File: src/rtl/dec_display_2to7.sv
// Registered 2-bit to seven-segment decoder for digits 0-3, with blanking and
// lamp-test overrides. Outputs come straight from the segment register.
module dec_display_2to7 #(
  parameter bit SEG_ACTIVE_LOW = 1'b0
) (
  input  logic clk,
  input  logic rst_n,
  input  logic s0,
  input  logic s1,
  input  logic blank,
  input  logic lamp_test,
  output logic a,
  output logic b,
  output logic c,
  output logic d,
  output logic e,
  output logic f,
  output logic g
);

  // Register holds the physical pattern so the pins carry no logic after the flops.
  localparam logic [6:0] SegUnlit = {7{SEG_ACTIVE_LOW}};

  logic [6:0] logic_seg;
  logic [6:0] seg_d;
  logic [6:0] seg_q;

  always_comb begin
    logic_seg = 7'b0000000;
    if (lamp_test) begin
      logic_seg = 7'b1111111;
    end else if (blank) begin
      logic_seg = 7'b0000000;
    end else begin
      unique case ({s1, s0})
        2'b00: logic_seg = 7'b1111110;
        2'b01: logic_seg = 7'b0110000;
        2'b10: logic_seg = 7'b1101101;
        2'b11: logic_seg = 7'b1111001;
      endcase
    end
  end

  always_comb begin
    seg_d = logic_seg ^ SegUnlit;
  end

  always_ff @(posedge clk or negedge rst_n) begin
    if (!rst_n) begin
      seg_q <= SegUnlit;
    end else begin
      seg_q <= seg_d;
    end
  end

  assign {a, b, c, d, e, f, g} = seg_q;

endmodule

File: config.mk
export PLATFORM = sky130hd
export DESIGN_NAME = dec_display_2to7
export DESIGN_NICKNAME = d
export VERILOG_FILES = /design/src/rtl/dec_display_2to7.sv
export SDC_FILE = /design/constraint.sdc
export NUM_CORES = 1
export LEC_CHECK = 0
export ABC_CLOCK_PERIOD_IN_PS = 1350
export CAP_MARGIN = 20
export CORE_AREA = 2 2 39 41
export DETAILED_ROUTE_END_ITERATION = 7
export DIE_AREA = 0 0 41 43
export PLACE_DENSITY = 0.39
export SYNTH_ARGS = -nofsm -noshare
export SYNTH_HDL_FRONTEND = slang
export SYNTH_SLANG_ARGS = --single-unit
File: constraint.sdc
create_clock -name clk -period 1.35 [get_ports clk]
set_input_delay 0.135 -clock clk [delete_from_list [all_inputs] [get_ports clk]]
set_output_delay 0.135 -clock clk [all_outputs]
set_load 0.01 [all_outputs]
==> qor.yml <==
outcome:
  status: "complete, no violations"
critical_path:
  worstPathRequired_ns: 1.22
  cp_slowest_stage_delay_ns: 0.53
  cp_num_buf_inv: 1
  worst_path_dominant_cell_family: "buffers and inverters"
  worst_setup_path_start_kind: "flop"
  critical_path_arrival_ns: 1.09
  path_max_fanout: 2
  crit_chain: "clkdlybuf4s50_1"
  worst_setup_path_end_kind: "output pin"
  cpMaxStageDelayCell: "clkdlybuf4s50_1"
  setup.worst_path.class: "flop to output pin"
sta:
  drv_slew: 0
  fin_crit_ns: 1.227
  tns_ns: 0
  hold_violations: 0
  post-route-period-util: 0.9089
  fmax_mhz: 815.0
  finalWorstSetupSlack_ns: 0.1230
  rsz0062_at_grt: "false"
  finalSetupViolCount: 0
  slew_headroom: 0.8308
  tightest_slew_ns: 0.2531
cts:
  ctsResizeCount: 0
  cts_setup_buffers: 0
  cts_root_buf: "clkbuf_4"
  cts_buffers: 3
  cts_sinks: 6
  cts_max_path_buffers: 2
  cts_tree: "done"
  clk_pin_slew_ns: 0.04
  cts_max_level: 1
  cts_hold_buf: 0
cells_and_area:
  max_flop_register: "seg_q"
  stdcell_count: 47
  fin_area_sq_um: 376.6
  antenna-diode-count: 0
  fillers: 151
  drive_gt1_frac: 0.09677
  syn_to_final_growth_pct: 70.06
  reg_top3: "seg_q: 6 flops"
  nets: 39
  largest_reg_flops: 6
synthesis:
  synth_seq_area_share: 0.6780
  avgSynthCellArea_sq_um: 13.03
  synth_cells: 17
  syn-num-nets: 23
  yosys_warnings: 0
  ys_types: 8
  ys_ff_latch: 6
  netlist_area_sq_um: 221.5
floorplan:
  core_area_sq_mm: 0.001384
  die-area_sq_mm: 0.001763
  ios: 13
  dieWidth_um: 41
  initial_utilization: 0.1600
  fp-row-count: 14
  die_y_um: 43
global_route:
  antenna_found_initial: 0
  grt_overflow_total: 0
  use_met1: 0.06536
  grt_use_met3: 0.03665
  grt.total_usage: 0.06660
  grt_max_degree: 7
  use_met2: 0.07500
  grt_pass1_vias: 179
  grt_pass1_wl_um: 683
  busiest_layer: "met4"
power:
  max-vdd-ir-drop_mv: 0.2771
  p_per_area_mw_per_mm2: 1106
  p_leak_nw: 0.1617
placed_design:
  placed_area_sq_um: 354.1
  io_buffers: 12
  gp_congestion: 0.6827
  detailed_place_hpwl_um: 334.7
  post-place-cells: 44
  pre_cts_ws_ns: 0.2891
job:
  cap_violations: 0
route:
  route.vias.total: 164
  firstDrtPassIters: 1
  wl_per_cell_um: 8.426
  final_antenna_net_count: 0
  viasPerCell: 3.489
  drc: 0
  wirelength_um: 396
  drt_iter0_drc: 0
min_path:
  min_path_type: "input port to async pin"
-- stage by stage --
stage	util	power [W]	hold WS (ns)
finish	0.2722	0.0004165	0.1342
global route	0.2722	0.0004448	0.1502
CTS	0.2722	0.0004267	0.1372
detailed placement	0.2559	0.0002663	0.3911
global placement	0.2559	0.0002654	0.3911
floorplan	-	0.0002190	-0.1606
-- cell usage after synthesis, drive strengths merged --
| cell type | number | share of area |
|---|---|---|
| or2 | 1 | 0.028 |
| nand2b | 3 | 0.085 |
| o21bai | 1 | 0.034 |
| a21o | 3 | 0.10 |
| buf | 1 | 0.034 |
| nor3 | 1 | 0.023 |
| dfrtp | 6 | 0.68 |
| inv | 1 | 0.017 |
-- worst paths after layout --
path / from / end / slack, ns / cells past startpoint
worst min-delay path: rst_n / seg_q[2] / 0.13 / 1
max in group asynchronous: rst_n / seg_q[0] / 1.01 / 1
worst max-delay path: seg_q[3] / a / 0.12 / 1
min in group clk: blank / seg_q[5] / 0.49 / 2
-- cells by family (layout without fill, tap and decap cells) --
| logic type | after synthesis | after routing | share of synthesized area |
|---|---|---|---|
| AO/OA/AOI/OAI | 4 | 4 | 0.1356 |
| buffers and inverters | 2 | 16 | 0.05084 |
| flip-flops | 6 | 6 | 0.6779 |
| AND/OR/NAND/NOR | 5 | 5 | 0.1356 |
-- cells in the final DEF (no fill, tap or decap) --
master / count
nor3_1: 1
clkdlybuf4s50_1: 12
dfrtp_1: 6
clkbuf_4: 3
inv_1: 1
nand2b_1: 3
a21o_1: 3
or2_1: 1
o21bai_1: 1
-- where the power goes --
| part | internal [W] | switching, W |
|---|---|---|
| Combinational | 0.0000424 | 0.0000258 |
| Sequential | 0.000192 | 0.00000300 |
| Clock | 0.0000998 | 0.0000539 |
| Total | 0.000334 | 0.0000827 |
-- metal layers --
layer	routed length (um)	share of wire	up-vias
li1	-	-	84
met1	151	0.38	71
met2	198	0.50	9
met3	47	0.12	0
met4	0	0	0
met5	0	0	-
-- final cells by class --
class / count / area (sq um) / share of cell area
multi-input combinational: 9 / 60.06 / 0.1595
sequential: 6 / 150.1 / 0.3987
inverter: 1 / 3.754 / 0.009967
tap: 16 / 20.02 / 0.05316
timing repair buffer: 12 / 120.1 / 0.3189
clock buffer: 3 / 22.52 / 0.05980
Power figures use the tool's default switching activity.
